`src/rtl/vram_arb_pkg.sv`:
```
// Shared types and defaults for the frame-buffer read arbiter.
// Arbiter state and in-flight tag encodings live here so the top, the tag
// pipeline and any checker agree on one definition.
package vram_arb_pkg;

  localparam int VRAM_ADDR_W = 18;
  localparam int VRAM_DATA_W = 24;

  // Issue slot currently presented on mem_addr
  typedef enum logic [1:0] {
    IDLE     = 2'd0,
    ISSUE_V  = 2'd1,
    ISSUE_A  = 2'd2,
    ISSUE_AF = 2'd3
  } arb_state_t;

  // Owner of a read travelling through the memory latency
  typedef enum logic [1:0] {
    NONE = 2'd0,
    VID  = 2'd1,
    AUX  = 2'd2
  } rd_tag_t;

  // Owner tag that an issue slot pushes into the tag pipeline
  function automatic rd_tag_t slot_tag(arb_state_t s);
    case (s)
      ISSUE_V:           return VID;
      ISSUE_A, ISSUE_AF: return AUX;
      default:           return NONE;
    endcase
  endfunction

endpackage

```
`src/rtl/vram_read_arbiter_if.sv`:
```
// Bundle of requester, memory and status signals around vram_read_arbiter.
//
// Handshake semantics: video_req is fire-and-forget (no ready; a sampled
// request is either issued or reported through video_drop). aux_req is a
// valid-style request: it stays high with aux_addr stable until aux_gnt is
// seen; the cycle that shows aux_gnt is a dead cycle for aux_req, after which
// a still-high aux_req is a new request. Withdrawing aux_req before the grant
// is allowed. rvalid strobes carry no back-pressure.
interface vram_read_arbiter_if
  import vram_arb_pkg::*;
#(
  parameter int ADDR_W = VRAM_ADDR_W,
  parameter int DATA_W = VRAM_DATA_W
) ();

  logic              video_req;
  logic [ADDR_W-1:0] video_addr;
  logic              video_rvalid;
  logic [DATA_W-1:0] video_rdata;
  logic              video_drop;
  logic              aux_req;
  logic [ADDR_W-1:0] aux_addr;
  logic              aux_gnt;
  logic              aux_rvalid;
  logic [DATA_W-1:0] aux_rdata;
  logic              mem_re;
  logic [ADDR_W-1:0] mem_addr;
  logic [DATA_W-1:0] mem_rdata;
  logic              underrun;
  logic              underrun_clr;
  arb_state_t        dbg_state;

  modport slave (
    input  video_req, video_addr, aux_req, aux_addr, mem_rdata, underrun_clr,
    output video_rvalid, video_rdata, video_drop, aux_gnt, aux_rvalid,
           aux_rdata, mem_re, mem_addr, underrun, dbg_state
  );

  modport master (
    output video_req, video_addr, aux_req, aux_addr, mem_rdata, underrun_clr,
    input  video_rvalid, video_rdata, video_drop, aux_gnt, aux_rvalid,
           aux_rdata, mem_re, mem_addr, underrun, dbg_state
  );

endinterface

```
`src/rtl/vram_read_arbiter_rd_tag_pipe.sv`:
```
// rd_tag_pipe: shift register of read-owner tags that tracks reads through
// the memory latency. DEPTH stages; the oldest tag is presented on tag_out.
module rd_tag_pipe
  import vram_arb_pkg::*;
#(
  parameter int DEPTH = 3
) (
  input  logic    clk,
  input  logic    rst,
  input  rd_tag_t tag_in,
  output rd_tag_t tag_out
);

  rd_tag_t stages [DEPTH];

  // Shift tags one stage per cycle; reset discards every in-flight owner
  always_ff @(posedge clk or posedge rst) begin
    if (rst) begin
      for (int i = 0; i < DEPTH; i++) stages[i] <= NONE;
    end else begin
      stages[0] <= tag_in;
      for (int i = 1; i < DEPTH; i++) stages[i] <= stages[i-1];
    end
  end

  assign tag_out = stages[DEPTH-1];

endmodule

```
`src/rtl/vram_read_arbiter.sv`:
```
// vram_read_arbiter: shares frame-buffer read port B between video scan-out
// and an auxiliary reader. Video has priority; one read per cycle; returned
// data is routed to its owner by a tag pipeline of RD_LAT+1 stages.
// Optional feature macro: VRAM_ARB_STARVE_GUARD_EN enables the aux starvation
// guard (wait counter, forced ISSUE_AF grant, video_drop and underrun).
module vram_read_arbiter
  import vram_arb_pkg::*;
#(
  parameter int ADDR_W   = VRAM_ADDR_W,
  parameter int DATA_W   = VRAM_DATA_W,
  parameter int RD_LAT   = 2,
  parameter int MAX_WAIT = 8
) (
  input logic               clk,
  input logic               rst,
  vram_read_arbiter_if.slave bus
);

  localparam logic [7:0] WAIT_LIM = 8'(MAX_WAIT);

  arb_state_t        state, state_nxt;
  logic              aux_live;
  logic              mem_re_c, aux_gnt_c, video_drop_c;
  logic              underrun_q;
  logic [ADDR_W-1:0] mem_addr_q;
  logic              video_rvalid_q, aux_rvalid_q;
  logic [DATA_W-1:0] video_rdata_q, aux_rdata_q;
  rd_tag_t           tag_out;

  // The grant cycle hides aux_req so the requester can retire or replace it
  assign aux_live = bus.aux_req && !aux_gnt_c;

`ifdef VRAM_ARB_STARVE_GUARD_EN
  logic [7:0] wait_cnt;
  logic       vid_at_dec;
`endif

  // State register: the issue slot now on mem_addr
  always_ff @(posedge clk or posedge rst) begin
    if (rst) state <= IDLE;
    else     state <= state_nxt;
  end

  // Next slot: forced aux beats video, video beats ordinary aux
  always_comb begin
    state_nxt = IDLE;
    if (bus.video_req) state_nxt = ISSUE_V;
    else if (aux_live) state_nxt = ISSUE_A;
`ifdef VRAM_ARB_STARVE_GUARD_EN
    if (aux_live && (wait_cnt == WAIT_LIM)) state_nxt = ISSUE_AF;
`endif
  end

  // Outputs decoded from the current slot
  always_comb begin
    mem_re_c     = (state != IDLE);
    aux_gnt_c    = (state == ISSUE_A) || (state == ISSUE_AF);
    video_drop_c = 1'b0;
`ifdef VRAM_ARB_STARVE_GUARD_EN
    video_drop_c = (state == ISSUE_AF) && vid_at_dec;
`endif
  end

`ifdef VRAM_ARB_STARVE_GUARD_EN
  // Count refused aux cycles; any grant or withdrawal restarts the wait
  always_ff @(posedge clk or posedge rst) begin
    if (rst) begin
      wait_cnt   <= 8'd0;
      vid_at_dec <= 1'b0;
    end else begin
      vid_at_dec <= bus.video_req;
      if (!bus.aux_req || state_nxt == ISSUE_A || state_nxt == ISSUE_AF)
        wait_cnt <= 8'd0;
      else if (aux_live && wait_cnt != WAIT_LIM)
        wait_cnt <= wait_cnt + 8'd1;
    end
  end

  // Sticky underrun flag; a drop in the clear cycle keeps it set
  always_ff @(posedge clk or posedge rst) begin
    if (rst)                   underrun_q <= 1'b0;
    else if (video_drop_c)     underrun_q <= 1'b1;
    else if (bus.underrun_clr) underrun_q <= 1'b0;
  end
`else
  logic       unused_clr;
  logic [7:0] unused_wait_lim;
  assign unused_clr      = bus.underrun_clr;
  assign unused_wait_lim = WAIT_LIM;
  assign underrun_q      = 1'b0;
`endif

  // Registered address for port B; held while idle
  always_ff @(posedge clk or posedge rst) begin
    if (rst)                       mem_addr_q <= '0;
    else if (state_nxt == ISSUE_V) mem_addr_q <= bus.video_addr;
    else if (state_nxt != IDLE)    mem_addr_q <= bus.aux_addr;
  end

  rd_tag_pipe #(.DEPTH(RD_LAT + 1)) u_tag_pipe (
    .clk     (clk),
    .rst     (rst),
    .tag_in  (slot_tag(state_nxt)),
    .tag_out (tag_out)
  );

  // Capture returning data for the owner named by the popped tag
  always_ff @(posedge clk or posedge rst) begin
    if (rst) begin
      video_rvalid_q <= 1'b0;
      aux_rvalid_q   <= 1'b0;
      video_rdata_q  <= '0;
      aux_rdata_q    <= '0;
    end else begin
      video_rvalid_q <= 1'b0;
      aux_rvalid_q   <= 1'b0;
      case (tag_out)
        VID: begin
          video_rvalid_q <= 1'b1;
          video_rdata_q  <= bus.mem_rdata;
        end
        AUX: begin
          aux_rvalid_q <= 1'b1;
          aux_rdata_q  <= bus.mem_rdata;
        end
        default: ;
      endcase
    end
  end

  assign bus.mem_re       = mem_re_c;
  assign bus.mem_addr     = mem_addr_q;
  assign bus.aux_gnt      = aux_gnt_c;
  assign bus.video_drop   = video_drop_c;
  assign bus.underrun     = underrun_q;
  assign bus.video_rvalid = video_rvalid_q;
  assign bus.video_rdata  = video_rdata_q;
  assign bus.aux_rvalid   = aux_rvalid_q;
  assign bus.aux_rdata    = aux_rdata_q;
  assign bus.dbg_state    = state;

endmodule

```
`src/flat_wrapper.sv`:
```
// flat-port wrapper written by rule: the top's interface ports become plain ports
module vram_read_arbiter_flat import vram_arb_pkg::*;
#(
  parameter int ADDR_W   = VRAM_ADDR_W,
  parameter int DATA_W   = VRAM_DATA_W,
  parameter int RD_LAT   = 2,
  parameter int MAX_WAIT = 8
)
  (clk, rst, bus_video_req, bus_video_addr, bus_aux_req, bus_aux_addr, bus_mem_rdata, bus_underrun_clr, bus_video_rvalid, bus_video_rdata, bus_video_drop, bus_aux_gnt, bus_aux_rvalid, bus_aux_rdata, bus_mem_re, bus_mem_addr, bus_underrun, bus_dbg_state);
  vram_read_arbiter_if #(.ADDR_W(ADDR_W), .DATA_W(DATA_W)) bus_i ();
  input logic clk;
  input logic rst;
  input wire logic [$bits(bus_i.video_req)-1:0] bus_video_req;
  input wire logic [$bits(bus_i.video_addr)-1:0] bus_video_addr;
  input wire logic [$bits(bus_i.aux_req)-1:0] bus_aux_req;
  input wire logic [$bits(bus_i.aux_addr)-1:0] bus_aux_addr;
  input wire logic [$bits(bus_i.mem_rdata)-1:0] bus_mem_rdata;
  input wire logic [$bits(bus_i.underrun_clr)-1:0] bus_underrun_clr;
  output wire logic [$bits(bus_i.video_rvalid)-1:0] bus_video_rvalid;
  output wire logic [$bits(bus_i.video_rdata)-1:0] bus_video_rdata;
  output wire logic [$bits(bus_i.video_drop)-1:0] bus_video_drop;
  output wire logic [$bits(bus_i.aux_gnt)-1:0] bus_aux_gnt;
  output wire logic [$bits(bus_i.aux_rvalid)-1:0] bus_aux_rvalid;
  output wire logic [$bits(bus_i.aux_rdata)-1:0] bus_aux_rdata;
  output wire logic [$bits(bus_i.mem_re)-1:0] bus_mem_re;
  output wire logic [$bits(bus_i.mem_addr)-1:0] bus_mem_addr;
  output wire logic [$bits(bus_i.underrun)-1:0] bus_underrun;
  output wire logic [$bits(bus_i.dbg_state)-1:0] bus_dbg_state;
  assign bus_i.video_req = bus_video_req;
  assign bus_i.video_addr = bus_video_addr;
  assign bus_i.aux_req = bus_aux_req;
  assign bus_i.aux_addr = bus_aux_addr;
  assign bus_i.mem_rdata = bus_mem_rdata;
  assign bus_i.underrun_clr = bus_underrun_clr;
  assign bus_video_rvalid = bus_i.video_rvalid;
  assign bus_video_rdata = bus_i.video_rdata;
  assign bus_video_drop = bus_i.video_drop;
  assign bus_aux_gnt = bus_i.aux_gnt;
  assign bus_aux_rvalid = bus_i.aux_rvalid;
  assign bus_aux_rdata = bus_i.aux_rdata;
  assign bus_mem_re = bus_i.mem_re;
  assign bus_mem_addr = bus_i.mem_addr;
  assign bus_underrun = bus_i.underrun;
  assign bus_dbg_state = bus_i.dbg_state;
  vram_read_arbiter #(.ADDR_W(ADDR_W), .DATA_W(DATA_W), .RD_LAT(RD_LAT), .MAX_WAIT(MAX_WAIT)) u_core (.clk(clk), .rst(rst), .bus(bus_i));
endmodule
```
`config.mk`:
```
export PLATFORM = sky130hd
export DESIGN_NAME = vram_read_arbiter_flat
export DESIGN_NICKNAME = d
export VERILOG_FILES = /design/src/rtl/vram_arb_pkg.sv /design/src/rtl/vram_read_arbiter_if.sv /design/src/rtl/vram_read_arbiter_rd_tag_pipe.sv /design/src/rtl/vram_read_arbiter.sv /design/src/flat_wrapper.sv
export SDC_FILE = /design/constraint.sdc
export NUM_CORES = 1
export LEC_CHECK = 0
export CAP_MARGIN = 20
export CORE_MARGIN = 2
export CORE_UTILIZATION = 42
export CTS_CLUSTER_SIZE = 10
export DETAILED_ROUTE_END_ITERATION = 10
export PLACE_DENSITY = 0.86
export SLEW_MARGIN = 20
export SYNTH_ARGS = -nofsm -noshare
export SYNTH_HDL_FRONTEND = slang
export SYNTH_HIERARCHICAL = 1
export SYNTH_SLANG_ARGS = --single-unit
```
`constraint.sdc`:
```
create_clock -name clk -period 2.97 [get_ports clk]
set_input_delay 0.4455 -clock clk [delete_from_list [all_inputs] [get_ports clk]]
set_output_delay 0.4455 -clock clk [all_outputs]
set_load 0.02 [all_outputs]
```
# After elaboration in Yosys (flattened, before gate mapping)
# Cells that the tools add are included.
# Widths: inputs -> output; s select.
totals:
  register_bits: 76
  wordCells: 30
classes:
  eq_ne: 7
  muxes: 7
  n_reduce_logical: 7
op_table:
  columns: ["op", "count"]
  rows:
  - ["$mux 18", 2]
  - ["$eq 2x2->1 const B", 5]
  - ["$reduce_bool 2->1", 3]
  - ["$eq 2x1->1 const B", 2]
  - ["$mux 2", 2]
  - ["$pmux 2 s2", 1]
  - ["$mux 1", 2]
  - ["$reduce_or 2->1", 1]
  - ["$logic_and 1x1->1", 1]
  - ["$logic_not 1->1", 1]
  - ["$logic_or 1x1->1", 1]

# Logic depth before layout (Yosys ltp)
# Gate-level depths: netlist of run 1.
depth:
  ltp_word: 9
  mapped_depth: 5
  depth_no_buf: 2

# Modules after synthesis
# The synthesis of run 1 kept the hierarchy.
modules_own_cells:
  columns: ["module", "n_inst", "cells_each", "area_each_um2"]
  rows:
  - ["vram_read_arbiter", 1, 219, 3041.7]
  - ["rd_tag_pipe", 1, 9, 168.9]

# Least setup slack after synthesis of run 1
# No wires, ideal clock.
synth_timing:
  path_type: "register -> output"
  startpoint: "reg u_core.state[1] (netlist: u_core/bus.dbg_state[1])"
  endpoint: "out bus_mem_re"
  arrival_ns: 0.964
  required_ns: 2.525
  slack_ns: 1.561
  path_stages_with_launch: 3
  path_buffers: 1
  cell_sequence: "dfrtp_1 > clkbuf_1 > or2_2"
synth_via:
  elab_chain_len: 1
synth_lines:
  columns: ["item", "line_no", "source"]
  rows:
  - ["from (decl)", "vram_read_arbiter.sv:21", "arb_state_t state, state_nxt;"]
  - ["from (signal assigned)", "vram_read_arbiter.sv:41", "else state <= state_nxt;"]
  - ["$reduce_bool 2->1", "vram_read_arbiter.sv:56", "mem_re_c = (state != IDLE);"]
  - ["to (decl)", "flat_wrapper.sv:25", "output wire logic [$bits(bus_i.mem_re)-1:0] bus_mem_re;"]
# Every way passes these cells.

# Worst setup path in the final report of run 1
layout_timing:
  startpoint: "reg u_core.state[1] (netlist: u_core/bus.dbg_state[1])"
  endpoint: "out bus_aux_gnt"
layout_via:
  elab_chain_len: 2
layout_lines:
  columns: ["item", "line_no", "source"]
  rows:
  - ["$eq 2x2->1", "vram_read_arbiter.sv:57", "aux_gnt_c = (state == ISSUE_A) || (state == ISSUE_AF);"]
  - ["$logic_or 1x1->1 (*)", "vram_read_arbiter.sv:57", null]
  - ["to (decl)", "flat_wrapper.sv:22", "output wire logic [$bits(bus_i.aux_gnt)-1:0] bus_aux_gnt;"]
# Every way passes the cells marked *; elsewhere a longest branch is shown, timed or not.

==> metrics.csv, run 1 <==
metric,value,unit
drc_errors,0,
flip_flop_and_latch_count_after_synthesis,76,
grtUsageTotal,0.185,
synth.lib_cells_used.distinct,17,
tritoncts_num_sinks,76,
run_status,completed,
drt-wirelength-per-cell,15.6,µm
synth.yosys.seq_area_share,0.592,
clk_latency,0.34,ns
io_pins,139,
hpwlAfterDp,5.43,mm
clkTransAtPathRegs,0.07,ns
clock-root-buffer,clkbuf_8,
timing_hold_violations_final,0,
drive_gt1_frac,0.0986,
layout-area-overhead-vs-synth,51.2,%
dr.first_iter.drc_count,39,
most_frequent_standard_cell_in_the_layout_excluding_fill_and_tap_cells,clkdlybuf4s50_1,
place_congestion,0.709,
fraction_of_synthesized_cell_area_in_xor_and_xnor_cells,0,
grt_pass1_vias,2523,
avgSynthCellArea,14.1,µm²
p_leak,2.04,nW
critical_path_required,2.52,ns
worst_clock_skew,0.00657,ns
drtPass1Iterations,3,
antennaDiodeCount,0,
placeableCoreArea,7330,µm²
ctsHoldBuffers,0,
muxShareOfSynthArea,0.168,
p_per_area,622,nW/µm²
finalCoreUtilization,0.662,
route.final.wire_length,7.22,mm
syn_inst,228,
max_freq,458,MHz
cts_tree,yes,
viasPerCell,4.91,
ant_nets,0,
fp-row-count,31,
dieHeight,91.4,µm
final-max-slew-violation-count,0,
design.die.area,8360,µm²
cell_area_synth,3210,µm²
global_route_wire_length_before_repair,12.1,mm
layout.cells.most_common_list,"clkdlybuf4s50_1, dfrtp_1, mux2_1, inv_1",
critPathLaunchType,register,
cts_inserted_buffers,9,
cts_max_level,3,
crit_arrival,1.74,ns
routed-via-count,2278,
post-route-period-util,0.734,
synth_simple_gate_area_share,0.0947,
grt_overflow_total,0,
cts_post_setup_buffers_inserted,0,
portBuffers,135,
timing.setup.tns,0,ns
unrepaired_setup_endpoints_after_global_routing,false,
power.ir.vdd_worst,0.386,mV
yosysWarnings,6,
min_period,2.18,ns
die_w,91.4,µm
initial_core_util,0.438,
synth_top_family_by_area,multiplexers,
fin_nets,425,
cap_violations,0,
maximum_number_of_pins_on_one_net_before_global_route_repair,58,
synthesized_area_fraction_occupied_by_ao_oa_aoi_and_oai_cells,0.0701,
cts_resized,0,
worst-slew-pin-transition,0.919,ns
reg2reg_setup_slack,1.26,ns
cp_max_fo,13,
timing.critical_path.to_type,output pin,
slew_headroom,0.387,
cts-root-to-sink-buffers,2,
finalSetupViolations,0,
hold_class,reg -> reg,
grt_antenna_before_repair,0,
area_share_of_fa_ha_maj_cells_after_synthesis,0,
timing.setup.critical_path_class,reg -> out,
## worst max-delay path, cell delays in order (launching register included)
cell,delay (ns)
dfrtp_1,0.56
buf_4,0.23
clkdlybuf4s50_1,0.61
## power by group
group          switching [W]  internal, W  total (W)
registers          0.0000790      0.00118    0.00126
clock network       0.000359     0.000603   0.000962
logic               0.000372     0.000422   0.000795
## path summary, 6_finish.rpt
check,start,endpoint,depth (start not counted)
setup / recovery,u_core/bus.dbg_state[1],bus_aux_gnt,2
hold / removal,u_core/u_tag_pipe/stages[5],u_core/u_tag_pipe/stages[3],0
setup reg to reg,u_core/u_tag_pipe/tag_out[1],u_core/bus.aux_rdata[19],3
hold reg to reg,u_core/u_tag_pipe/stages[5],u_core/u_tag_pipe/stages[3],0
max in group asynchronous,rst,u_core/bus.video_rdata[7],3
min in group asynchronous,rst,u_core/u_tag_pipe/tag_out[0],2
## Yosys cell counts
library cell | count | share of area
buf_6 | 6 | 0.021
conb_1 | 1 | 0.0012
o311ai_2 | 9 | 0.046
nand4bb_1 | 18 | 0.063
mux2_1 | 48 | 0.17
o311ai_1 | 9 | 0.025
buf_2 | 5 | 0.0078
nand2_1 | 18 | 0.021
nand2b_1 | 1 | 0.0019
nor2b_1 | 1 | 0.0019
clkbuf_1 | 6 | 0.0070
or2_2 | 1 | 0.0019
dfrtp_1 | 76 | 0.59
buf_1 | 1 | 0.0012
inv_1 | 21 | 0.025
buf_4 | 5 | 0.012
and2b_1 | 2 | 0.0047
## area by class of cell
cell class,instances,area [µm²]
timing repair buffer,143,1420
multi-input combinational,109,1080
clock inverter,4,95.1
fill,539,2480
tap,99,124
inverter,21,78.8
sequential,76,1900
clock buffer,12,155
## flip-flops by register name (all words and copies together), names as in the netlist
name,flops
u_core/bus.dbg_state,2
u_core/bus.aux_rdata,24
u_core/bus.aux_rvalid,1
u_core/bus.video_rdata,24
u_core/u_tag_pipe/stages,4
u_core/bus.video_rvalid,1
u_core/bus.mem_addr,18
u_core/u_tag_pipe/tag_out,2
## metrics by stage
step / total power [W] / cell area, µm² / instances / setup slack [ns] / hold WS [ns]
after CTS: 0.00305 / 4850 / 464 / 0.766 / 0.353
after floorplan: 0.00165 / 3210 / 229 / 0.756 / 0.236
final: 0.00302 / 4850 / 464 / 0.789 / 0.352
after detailed placement: 0.00209 / 4600 / 448 / 1.04 / 0.337
after global routing: 0.00315 / 4850 / 464 / 0.682 / 0.373
after global placement: 0.00206 / 4600 / 448 / 1.07 / 0.334
## cells by family (layout without fill, tap and decap cells)
group | count (synthesis) | in the layout
DFF | 76 | 76
buffers and inverters | 44 | 180
and+or+nand+nor | 41 | 41
AOI/OAI and AO/OA | 18 | 18
other | 1 | 2
muxes | 48 | 48
## metal layers
layer	track usage	wire length [µm]	vias up
met5	0	0	-
met1	0.203	2870	1111
met2	0.326	3600	103
met3	0.0714	648	9
met4	0.0644	95	0
li1	-	-	1055
(Power assumes the default switching activity.)
==> run 2, diff against run 1 <==
- clock period: 2.97 -> 2.25 ns (I/O delays scaled with it)
==> run 2 against run 1 <==
Highest routed layer unchanged. Core utilization decreased by 0.085 points. Critical path type unchanged. Clock skew increased by 0.0073 ns. Flip-flop and latch count unchanged.
==> metrics.csv, run 2 (synthesis gave the netlist of run 1 again) <==
metric,value,unit
min_period,2.07,ns
power.combinational.fraction,0.273,
drtPass1Iterations,4,
drive_gt1_frac,0.102,
final-max-slew-violation-count,0,
worst_clock_skew,0.0138,ns
grt_overflow_total,0,
slew_headroom,0.455,
r2r_start,u_core/bus.dbg_state[1],
hold_class,in -> async,
design.die.area,8360,µm²
layout-area-overhead-vs-synth,51.0,%
clk_latency,0.34,ns
timing.critical_path.to_type,output pin,
worst-slew-pin-transition,0.818,ns
cts_max_level,3,
fin_nets,424,
ctsHoldBuffers,0,
crit_arrival,1.73,ns
dr.first_iter.drc_count,53,
run_status,completed,
io_pins,139,
timing.setup.critical_path_class,reg -> out,
die_w,91.4,µm
cts-root-to-sink-buffers,2,
dieHeight,91.4,µm
portBuffers,135,
critPathLaunchType,register,
power.switching_fraction,0.281,
finalSetupViolations,0,
clkTransAtPathRegs,0.08,ns
max_freq,484,MHz
drc_errors,0,
grt_antenna_before_repair,0,
route.final.wire_length,7.17,mm
cts_inserted_buffers,9,
tritoncts_num_sinks,76,
worstRegToRegCells,2,
timing_hold_violations_final,0,
critical_path_required,1.91,ns
grtUsageTotal,0.177,
routed-via-count,2294,
share_seq_of_total_power,0.432,
timing.rr.end,u_core/bus.mem_addr[16],
antennaDiodeCount,0,
count_of_fill_cells_added_during_filler_insertion,535,
power.ir.vdd_worst,0.392,mV
clock_power_share,0.295,
post-route-period-util,0.919,
timing.setup.tns,0,ns
global_route_wire_length_before_repair,11.5,mm
hpwlAfterDp,5.26,mm
ant_nets,0,
intPower,0.00277,W
fp-row-count,31,
layout.cells.most_common_list,"clkdlybuf4s50_1, dfrtp_1, mux2_1, inv_1",
maximum_number_of_pins_on_one_net_before_global_route_repair,32,
place_congestion,0.727,
unrepaired_setup_endpoints_after_global_routing,false,
drt-wirelength-per-cell,15.5,µm
placeableCoreArea,7330,µm²
p_per_area,795,nW/µm²
initial_core_util,0.438,
cap_violations,0,
reg2reg_setup_slack,0.58,ns
p_leak,2.03,nW
netSwitchingPower,0.00108,W
clock-root-buffer,clkbuf_8,
viasPerCell,4.95,
most_frequent_standard_cell_in_the_layout_excluding_fill_and_tap_cells,clkdlybuf4s50_1,
cts_tree,yes,
grt_pass1_vias,2330,
finalCoreUtilization,0.661,
cp_max_fo,22,
-- run 2: changes by cell type in the layout (fill, tap and decap cells not counted), sizes merged --
cell    previous run  this run
clkbuf            12        10
bufinv             3         2
clkinv             1         4
buf                9         8
-- run 2: metal layers --
layer,global-route usage,vias up,routed length [µm]
met3,0.0705,6,663
met4,0.0505,0,73
met5,0,-,0
met2,0.293,112,3470
li1,-,1054,-
met1,0.215,1122,2960
-- run 2: final cells by class --
class                   count  area (µm²)  area share
repair buffers            142        1440       0.296
flip-flops and latches     76        1900       0.393
multi-input cells         109        1080       0.223
well taps                  99         124      0.0256
inverters                  21        78.8      0.0163
clock buffers              10         138      0.0284
clock inverters             6        87.6      0.0181
-- run 2: repair_timing --
action	CTS	global route
buffers inserted	0	0
setup endpoints to repair	0	1
resized for setup	0	1
endpoints found under the hold margin	0	0
-- run 2: worst max path at each step --
stage / slack [ns] / from / end / cells past startpoint
2_1_floorplan: 0.14 / rst / u_core/bus.aux_rdata[0] / 1
3_3_place_gp: 0.41 / u_core/bus.dbg_state[1] / bus_mem_re / 2
3_5_place_dp: 0.41 / bus_aux_req / u_core/bus.mem_addr[16] / 3
4_1_cts: 0.03 / u_core/bus.dbg_state[1] / bus_mem_re / 2
5_1_grt: 0.13 / u_core/bus.dbg_state[1] / bus_mem_re / 2
6_report: 0.18 / u_core/bus.dbg_state[1] / bus_mem_re / 2
-- run 2: stage by stage --
stage | hold slack (ns) | setup WS [ns] | total power [W] | std cells | instance area, µm²
2_1_floorplan | 0.128 | 0.144 | 0.00218 | 229 | 3210
3_3_place_gp | 0.332 | 0.413 | 0.00272 | 447 | 4620
3_5_place_dp | 0.344 | 0.410 | 0.00276 | 447 | 4620
4_1_cts | 0.246 | 0.0290 | 0.00390 | 463 | 4850
5_1_grt | 0.261 | 0.128 | 0.00402 | 463 | 4850
6_report | 0.246 | 0.182 | 0.00386 | 463 | 4850
-- run 2: critical path, cell delays in order, from the launching register on --
cell and delay [ns]:
dfrtp_2 0.54, or2_2 0.32, clkdlybuf4s50_1 0.54
-- run 2: power by group through the flow --
stage                     Clock, W  Sequential [W]  Combinational [W]
after CTS                  0.00117         0.00167            0.00107
after detailed placement         0         0.00169            0.00107
after global placement           0         0.00168            0.00104
after floorplan                  0         0.00191           0.000267
after global routing       0.00122         0.00169            0.00112
final                      0.00114         0.00166            0.00105
==> run 3, diff against run 2 <==
- PLACE_DENSITY: 0.86 -> 0.83
==> run 3 against run 2 <==
First-iteration DRC count down 3.8%. Global-route usage up 0.38 points. Total power down 5.0%.
==> metrics.csv, run 3 (synthesis gave the netlist of run 1 again) <==
metric,value,unit
run_status,completed,
unrepaired_setup_endpoints_after_global_routing,false,
placeableCoreArea,7330,µm²
crit_arrival,1.75,ns
hold_class,in -> async,
cp_max_fo,13,
worst_clock_skew,0.00715,ns
drt-wirelength-per-cell,15.5,µm
place_congestion,0.755,
max_freq,479,MHz
drive_gt1_frac,0.0934,
layout.cells.most_common_list,"clkdlybuf4s50_1, dfrtp_1, mux2_1, inv_1",
grt_pass1_vias,2519,
design.die.area,8360,µm²
clock-root-buffer,clkbuf_8,
cap_violations,0,
fp-row-count,31,
worstRegToRegCells,2,
cts_resized,0,
antennaDiodeCount,0,
intPower,0.00262,W
cts_post_setup_buffers_inserted,0,
p_leak,2.02,nW
drtPass1Iterations,4,
power.combinational.fraction,0.290,
clk_latency,0.33,ns
final-max-slew-violation-count,0,
viasPerCell,4.95,
area_used_by_multi_input_combinational_logic,1080,µm²
tritoncts_num_sinks,76,
grt_antenna_before_repair,0,
power.ir.vdd_worst,0.329,mV
grt_overflow_total,0,
drc_errors,0,
clkTransAtPathRegs,0.07,ns
clock_power_share,0.257,
critical_path_required,1.91,ns
die_w,91.4,µm
timing.setup.critical_path_class,reg -> out,
timing.setup.tns,0,ns
post-route-period-util,0.927,
fin_nets,426,
power.switching_fraction,0.285,
initial_core_util,0.438,
dieHeight,91.4,µm
critPathLaunchType,register,
share_seq_of_total_power,0.453,
cts-root-to-sink-buffers,2,
maximum_number_of_pins_on_one_net_before_global_route_repair,42,
io_pins,139,
routed-via-count,2292,
slew_headroom,0.426,
timing.critical_path.to_type,output pin,
cts_tree,yes,
min_period,2.09,ns
final.setup.worst_slack,0.164,ns
worst-slew-pin-transition,0.861,ns
finalSetupViolations,0,
cts_inserted_buffers,9,
p_per_area,762,nW/µm²
timing_hold_violations_final,0,
ctsHoldBuffers,0,
grtUsageTotal,0.181,
layout-area-overhead-vs-synth,49.7,%
ant_nets,0,
hpwlAfterDp,5.34,mm
global_route_wire_length_before_repair,11.9,mm
netSwitchingPower,0.00104,W
cts_max_level,3,
place_worst_setup_slack,0.380,ns
area.sequential,1900,µm²
portBuffers,135,
count_of_fill_cells_added_during_filler_insertion,551,
most_frequent_standard_cell_in_the_layout_excluding_fill_and_tap_cells,clkdlybuf4s50_1,
route.final.wire_length,7.18,mm
dr.first_iter.drc_count,51,
-- run 3: cell types whose count changed in the layout (fill, tap and decap cells not counted) --
| cell | before | now |
|---|---|---|
| buf_4 | 4 | 6 |
| bufinv_16 | 2 | 1 |
| clkbuf_1 | 0 | 2 |
| clkbuf_8 | 10 | 9 |
| clkinv_4 | 2 | 0 |
| dfrtp_1 | 75 | 76 |
| dfrtp_2 | 1 | 0 |
-- run 3: path summary, 6_finish.rpt --
kind / start / endpoint / slack (ns)
max in group asynchronous: rst / u_core/bus.video_rdata[23] / 1.61
setup / recovery: u_core/bus.dbg_state[1] / bus_mem_re / 0.16
hold / removal: rst / u_core/u_tag_pipe/stages[4] / 0.27
min in group clk: u_core/u_tag_pipe/stages[5] / u_core/u_tag_pipe/stages[3] / 0.35
hold reg to reg: u_core/u_tag_pipe/stages[5] / u_core/u_tag_pipe/stages[3] / 0.35
setup reg to reg: u_core/bus.dbg_state[1] / u_core/bus.mem_addr[9] / 0.54
-- run 3: layout make-up --
type | instances | share of cell area
tap | 99 | 0.0258
clock buffer | 11 | 0.0273
clock inverter | 3 | 0.00833
timing repair buffer | 144 | 0.302
multi-input combinational | 109 | 0.225
sequential | 76 | 0.396
inverter | 21 | 0.0164
-- run 3: power groups by stage --
stage	registers (W)	clock network (W)	logic [W]
after global routing	0.00169	0.00104	0.00113
after global placement	0.00167	0	0.00105
after floorplan	0.00191	0	0.000267
final	0.00166	0.000942	0.00106
after detailed placement	0.00169	0	0.00108
after CTS	0.00166	0.000973	0.00108
-- run 3: critical path, cell delays in order (launching register included) --
cell and delay (ns):
dfrtp_1 0.53, or2_2 0.34, clkdlybuf4s50_1 0.54
-- run 3: metal layers --
metal  share of wire  up-vias  GRT usage
met1            0.40     1123      0.215
met3           0.097        7     0.0672
li1                -     1056          -
met5               0        -          0
met2            0.49      106      0.299
met4           0.010        0     0.0682
-- run 3: per-stage QoR --
| stage | area, µm² | hold WS (ns) | instances | utilization | total power [W] |
|---|---|---|---|---|---|
| global placement | 4640 | 0.332 | 449 | 0.632 | 0.00273 |
| floorplan | 3210 | 0.128 | 229 | - | 0.00218 |
| finish | 4810 | 0.271 | 463 | 0.656 | 0.00366 |
| global route | 4810 | 0.315 | 463 | 0.656 | 0.00386 |
| CTS | 4810 | 0.263 | 463 | 0.656 | 0.00371 |
| detailed placement | 4640 | 0.336 | 449 | 0.632 | 0.00276 |
